--- src/rtl/mips_div_iter.sv ---
// mips_div_iter: multi-cycle radix-2 restoring divider for DIV/DIVU.
// Returns {remainder, quotient} as {hi, lo}. Operands are taken once at accept;
// one quotient bit is produced per cycle, and a one-cycle ready_o pulse follows.
// Optional build macro DIV_ZERO_FAST_EN: a zero divisor short-circuits through
// a one-cycle DIVZERO state and returns 64'b0 instead of iterating.
//
//   state   | meaning
//   --------+-------------------------------------------------------------
//   IDLE    | waiting for start_i with annul_i low
//   BUSY    | shift/subtract iterations, counter 0..DATA_W-1
//   DONE    | ready_o pulse, result_o carries sign-corrected hi/lo
//   DIVZERO | zero-divisor bypass, one cycle (DIV_ZERO_FAST_EN only)
module mips_div_iter #(
  parameter int DATA_W = 32
) (
  input  logic                  clk,
  input  logic                  rst,
  input  logic                  signed_div_i,
  input  logic [DATA_W-1:0]     opdata1_i,
  input  logic [DATA_W-1:0]     opdata2_i,
  input  logic                  start_i,
  input  logic                  annul_i,
  output logic [2*DATA_W-1:0]   result_o,
  output logic                  ready_o
);

  localparam int CNT_W = $clog2(DATA_W);

  typedef enum logic [1:0] {
    S_IDLE,
    S_BUSY,
    S_DONE
`ifdef DIV_ZERO_FAST_EN
    , S_DIVZERO
`endif
  } state_t;

  state_t                state_q, state_d;
  logic [CNT_W-1:0]      cnt_q, cnt_d;
  logic [2*DATA_W:0]     work_q, work_d;     // {rem[DATA_W:0], quot[DATA_W-1:0]}
  logic [DATA_W-1:0]     dvsr_q, dvsr_d;
  logic                  quo_neg_q, quo_neg_d;
  logic                  rem_neg_q, rem_neg_d;
`ifdef DIV_ZERO_FAST_EN
  logic                  zero_q, zero_d;
`endif

  logic [DATA_W-1:0]     a_abs, b_abs;
  logic [DATA_W+1:0]     rem_top;
  logic [DATA_W+1:0]     diff;
  logic [DATA_W-1:0]     rem_mag, quo_mag;

  assign a_abs   = (signed_div_i && opdata1_i[DATA_W-1]) ? -opdata1_i : opdata1_i;
  assign b_abs   = (signed_div_i && opdata2_i[DATA_W-1]) ? -opdata2_i : opdata2_i;
  // Partial remainder after the left shift; the extra top bit is always zero,
  // so diff's MSB is a clean borrow flag.
  assign rem_top = work_q[2*DATA_W:DATA_W-1];
  assign diff    = rem_top - {2'b00, dvsr_q};
  assign rem_mag = work_q[2*DATA_W-1:DATA_W];
  assign quo_mag = work_q[DATA_W-1:0];

  // Next-state, datapath updates and outputs; everything holds by default.
  always_comb begin
    state_d   = state_q;
    cnt_d     = cnt_q;
    work_d    = work_q;
    dvsr_d    = dvsr_q;
    quo_neg_d = quo_neg_q;
    rem_neg_d = rem_neg_q;
`ifdef DIV_ZERO_FAST_EN
    zero_d    = zero_q;
`endif
    ready_o   = 1'b0;
    result_o  = '0;

    case (state_q)
      S_IDLE: begin
        if (start_i && !annul_i) begin
          dvsr_d    = b_abs;
          quo_neg_d = signed_div_i & (opdata1_i[DATA_W-1] ^ opdata2_i[DATA_W-1]);
          rem_neg_d = signed_div_i & opdata1_i[DATA_W-1];
          work_d    = {{(DATA_W+1){1'b0}}, a_abs};
          cnt_d     = '0;
          state_d   = S_BUSY;
`ifdef DIV_ZERO_FAST_EN
          zero_d    = (opdata2_i == '0);
          if (opdata2_i == '0) state_d = S_DIVZERO;
`endif
        end
      end

      S_BUSY: begin
        if (annul_i || !start_i) begin
          state_d = S_IDLE;
        end else begin
          if (!diff[DATA_W+1])
            work_d = {diff[DATA_W:0], work_q[DATA_W-2:0], 1'b1};
          else
            work_d = {work_q[2*DATA_W-1:0], 1'b0};
          cnt_d = cnt_q + 1'b1;
          if (cnt_q == CNT_W'(DATA_W-1)) state_d = S_DONE;
        end
      end

`ifdef DIV_ZERO_FAST_EN
      S_DIVZERO: begin
        if (annul_i || !start_i) state_d = S_IDLE;
        else                     state_d = S_DONE;
      end
`endif

      S_DONE: begin
        ready_o  = 1'b1;
        result_o = {rem_neg_q ? -rem_mag : rem_mag,
                    quo_neg_q ? -quo_mag : quo_mag};
`ifdef DIV_ZERO_FAST_EN
        if (zero_q) result_o = '0;
`endif
        state_d  = S_IDLE;
      end

      default: state_d = S_IDLE;
    endcase
  end

  // State and datapath registers with synchronous reset.
  always_ff @(posedge clk) begin
    if (rst) begin
      state_q   <= S_IDLE;
      cnt_q     <= '0;
      work_q    <= '0;
      dvsr_q    <= '0;
      quo_neg_q <= 1'b0;
      rem_neg_q <= 1'b0;
`ifdef DIV_ZERO_FAST_EN
      zero_q    <= 1'b0;
`endif
    end else begin
      state_q   <= state_d;
      cnt_q     <= cnt_d;
      work_q    <= work_d;
      dvsr_q    <= dvsr_d;
      quo_neg_q <= quo_neg_d;
      rem_neg_q <= rem_neg_d;
`ifdef DIV_ZERO_FAST_EN
      zero_q    <= zero_d;
`endif
    end
  end

endmodule

--- config.mk ---
export PLATFORM = sky130hd
export DESIGN_NAME = mips_div_iter
export DESIGN_NICKNAME = d
export VERILOG_FILES = /design/src/rtl/mips_div_iter.sv
export SDC_FILE = /design/constraint.sdc
export NUM_CORES = 1
export LEC_CHECK = 0
export CAP_MARGIN = 20
export CORE_MARGIN = 2
export CORE_UTILIZATION = 40
export DETAILED_ROUTE_END_ITERATION = 7
export PLACE_DENSITY = 0.6
export SETUP_SLACK_MARGIN = 0.15
export SLEW_MARGIN = 5
export SYNTH_ARGS = -nofsm -noshare
export SYNTH_HDL_FRONTEND = slang
export SYNTH_SLANG_ARGS = --single-unit
export TNS_END_PERCENT = 5
--- constraint.sdc ---
create_clock -name clk -period 7.21 [get_ports clk]
set_input_delay 2.163 -clock clk [delete_from_list [all_inputs] [get_ports clk]]
set_output_delay 2.163 -clock clk [all_outputs]
set_load 0.02 [all_outputs]
# Word level (Yosys, flattened, before mapping)

Index checks and enable logic that the tools add are counted.
Widths: inputs -> output; s select.

Add/subtract/negate cells: 6
Equality and inequality tests: 6
Muxes and demuxes: 17
Bitwise operators: 3
Reductions and logical operators: 11

Operators by type and width:

| operator            | number |
|---|---|
| $mux 65             | 3 |
| $pmux 65 s2         | 1 |
| $mux 32             | 4 |
| $neg 32->32         | 4 |
| $mux 64             | 1 |
| $sub 34x32->34      | 1 |
| $mux 5              | 2 |
| $pmux 5 s2          | 1 |
| $mux 2              | 3 |
| $add 5x1->5 const B | 1 |
| $eq 5x5->1 const B  | 1 |
| $ne 2x2->1 const B  | 2 |
| $pmux 2 s2          | 1 |
| $reduce_and 2->1    | 2 |
| $logic_and 1x1->1   | 3 |
| $ne 3x3->1 const B  | 1 |
| $reduce_and 3->1    | 1 |
| $and 1x1->1         | 2 |
| $eq 2x1->1 const B  | 1 |
| $eq 2x2->1 const B  | 1 |
| $logic_not 1->1     | 2 |
| $logic_not 2->1     | 1 |
| $reduce_bool 2->1   | 1 |
| $logic_or 1x1->1    | 1 |
| 2 further kinds     | 2 |

Register bits after elaboration: 106

# Longest topological paths before layout

Word-level depth: 4
Depth in mapped cells: 12
Gate-level depth less buffers: 12

# Worst setup path after synthesis

No wires, ideal clock.

Path type: reg-to-output
Start: register work_q[38]
End: output port result_o[60]
Arrival time: 2.625 ns
Data required time: 5.047 ns
Slack: 2.422 ns
Stages on the path, launching flop included: 9
Buffers on the path: 0
Cell sequence: dfxtp_1 -> or4_4 -> nor4_4 -> nand3_2 -> or3_4 -> or3_4 -> o31ai_2 -> xor2_1 -> nor2_1

Longest elaborated chain between the ends: 3

RTL lines:

| what                   | RTL line | source |
|---|---|---|
| start, declared        | 40       | `logic [2*DATA_W:0] work_q, work_d;` |
| start signal, assigned | 141      | `work_q <= work_d;` |
| $neg 32->32            | 114      | `result_o = {rem_neg_q ? -rem_mag : rem_mag,` |
| $mux 32                | 114      |  |
| $mux 64                | 76       | `case (state_q)` |
| end, declared          | 23       | `output logic [2*DATA_W-1:0] result_o,` |

Every way passes these cells.

# Worst setup path in the final report

Start: register work_q[34]
End: output port result_o[63]

Same word-level chain as after synthesis.

==> metrics.yaml <==
die_area_um2: 23000
avgRoutedWirePerCell_um: 16.7
grt_overflow_total: 0
worst_slew_pin_slew_ns: 1.01
antenna_found_initial: 0
cts_buffers: 9
cts-root-buf: "clkbuf_16"
grt_usage_pct: 22.6
rsz0062_at_grt: "false"
gp_congestion: 0.892
area_growth_pct: 21.0
maxCapViolations: 0
final_antenna_net_count: 0
period_share_pct: 82.1
hold_viol_final: 0
setup_viol: 0
max-clock-path-buffers: 2
post_synth_xor_area_fraction_pct: 14.8
worstPathArrival_ns: 3.76
synthAdderAreaFrac_pct: 5.68
power.leakage_nw: 3.88
synth_compound_area_share_pct: 26.4
ir_worst_vdd_v: 0.000115
status: "finished clean"
synth_warnings: 0
rows: 54
drtIter0Drc: 527
die_h_um: 152
crit_path_end_kind: "output port"
synth-main-ff-cell: "dfxtp_1"
ctsHoldBuffers: 0
nNetsFinal: 1364
syn_area_um2: 8720
drc: 0
synth-seq-area-share_pct: 24.3
num_antenna_cells: 0
route.vias.total: 8631
core_area_um2: 21600
multi_input_area_um2: 6160
synth-simple-area-share_pct: 20.5
hold_path.class: "reg2reg"
synth_area_per_cell_um2: 7.51
dp_slack_ns: 1.69
path_class: "reg2out"
path_clk_slew_ns: 0.07
dr.pass1.iters: 5
cp_max_fo: 7
finalSetupTns_ns: 0
cp.required_ns: 5.05
cts_resized: 0
synth.distinct_cells: 68
grt_max_degree: 41
slew_viol_final: 0
fin_ws_ns: 1.29
start_util_pct: 40.3
grt_pass1_wl_mm: 41.6
syn_nets: 1269
viasPerCell: 5.60
synthArstFlopShare_pct: 0
register_area_um2: 2120
fin_crit_ns: 5.92
grt_pass1_vias: 8079
ys_top_cells_by_area: "dfxtp_1, xor2_1, xnor2_1"
cts.sinks: 106
max_clock_freq_mhz: 169
yosysTopAreaCellShare_pct: 24.3
cts_tree: "yes"
skew_ns: 0.00727
max_slew_margin_pct: 32.8
fin_util_pct: 48.8
die_w_um: 152
postCtsSetupRepairBufs: 0
synthCells: 1161
yosysTopAreaCell: "dfxtp_1"
nFillCells: 2202
power.density_nw_per_um2: 145
synth_top_family_by_area: "compound AO/OA/AOI/OAI gates"
h-tree-depth: 3
drive_gt1_share_pct: 4.84
io_pins: 134
clock_latency_ns: 0.35
synth_seq_cells: 106
synth_edf_count: 0
synth.mux.area_fraction_pct: 2.87
place_hpwl_mm: 19.6
drt-total-wl_mm: 25.7
port-buffer-count: 133
startpoint_type: "register"
[power by group]
part / internal, mW / leakage, nW / switching (mW) / total [mW]
registers: 0.607 / 0.862 / 0.0266 / 0.634
clock network: 0.232 / 0.132 / 0.229 / 0.461
logic: 0.194 / 2.89 / 0.244 / 0.438
[state kept, by name, summed over array words and instances (netlist names)]
signal     cells
work_q        65
cnt_q          5
rem_neg_q      1
dvsr_q        32
quo_neg_q      1
state_q        2
[cell usage in the layout (no fill, tap or decap), types with 10 or more instances in the layout]
cell type,Yosys,final
xor2_1,76,76
nand2_1,148,147
nand4_1,11,11
dfxtp_1,106,106
o221ai_1,30,30
a31oi_1,11,11
nand3_1,13,13
o41ai_1,15,15
a21oi_1,89,88
mux2i_1,25,25
clkdlybuf4s50_1,0,133
ha_1,38,38
o31ai_1,23,23
or4_1,13,13
o21ai_0,108,108
nor3_1,18,17
nor2_1,90,89
inv_1,58,58
buf_4,1,12
a32oi_1,10,10
xnor2_1,70,70
and2_1,17,17
a21o_1,17,17
[worst paths after layout]
check / from / endpoint / slack (ns) / cells after the start
setup / recovery: work_q[34] / result_o[63] / 1.29 / 8
hold / removal: dvsr_q[25] / dvsr_q[25] / 0.45 / 2
setup reg to reg: work_q[31] / work_q[64] / 3.64 / 12
hold reg to reg: dvsr_q[25] / dvsr_q[25] / 0.45 / 2
[Yosys cell counts (17+ instances only)]
cell	instances
nor2_1	90
xnor2_1	70
o31ai_1	23
a21oi_1	89
nand2_1	148
xor2_1	76
and2_1	17
o21ai_0	108
mux2i_1	25
o221ai_1	30
nor3_1	18
dfxtp_1	106
ha_1	38
clkbuf_1	52
a21o_1	17
inv_1	58
[metrics by stage]
| step | cells | cell area, um2 | hold WS [ns] | power, mW |
|---|---|---|---|---|
| finish | 1540 | 10600 | 0.452 | 1.53 |
| global route | 1540 | 10600 | 0.475 | 1.61 |
| floorplan | 1161 | 8720 | 0.425 | 0.946 |
| CTS | 1539 | 10500 | 0.455 | 1.54 |
| detailed placement | 1524 | 10300 | 0.442 | 1.08 |
| global placement | 1524 | 10300 | 0.436 | 1.08 |
[worst max-delay path: stages (launching register included)]
cell             delay [ns]
dfxtp_1                0.39
nor4_1                 0.71
nand3_1                0.27
or3_1                  0.42
o31ai_2                0.49
nand2_1                0.18
xnor2_1                0.18
nor2_1                 0.10
clkdlybuf4s50_1        0.67
[cell type report]
| type | count | area share (%) |
|---|---|---|
| Timing Repair Buffer | 146 | 13.6 |
| Inverter | 59 | 2.10 |
| Tap cell | 280 | 3.32 |
| Clock buffer | 10 | 2.17 |
| Sequential cell | 106 | 20.1 |
| Multi-Input combinational cell | 934 | 58.4 |
| Clock inverter | 5 | 0.308 |
[cell families after synthesis]
logic type / count (synthesis)
buffers and inverters: 121
flip-flops: 106
AO/OA/AOI/OAI: 355
XOR/XNOR: 147
AND/OR/NAND/NOR: 368
adder cells (fa/ha/maj): 39
multiplexers: 25
[metal layers]
| layer | global-route usage, % | vias up | wire length, um |
|---|---|---|---|
| met1 | 29.6 | 4039 | 12000 |
| met4 | 5.88 | 0 | 375 |
| met3 | 2.78 | 20 | 1160 |
| met5 | 0 | - | 0 |
| li1 | - | 4362 | - |
| met2 | 39.3 | 210 | 12100 |
Note: power is estimated with default switching activity, not from simulation.
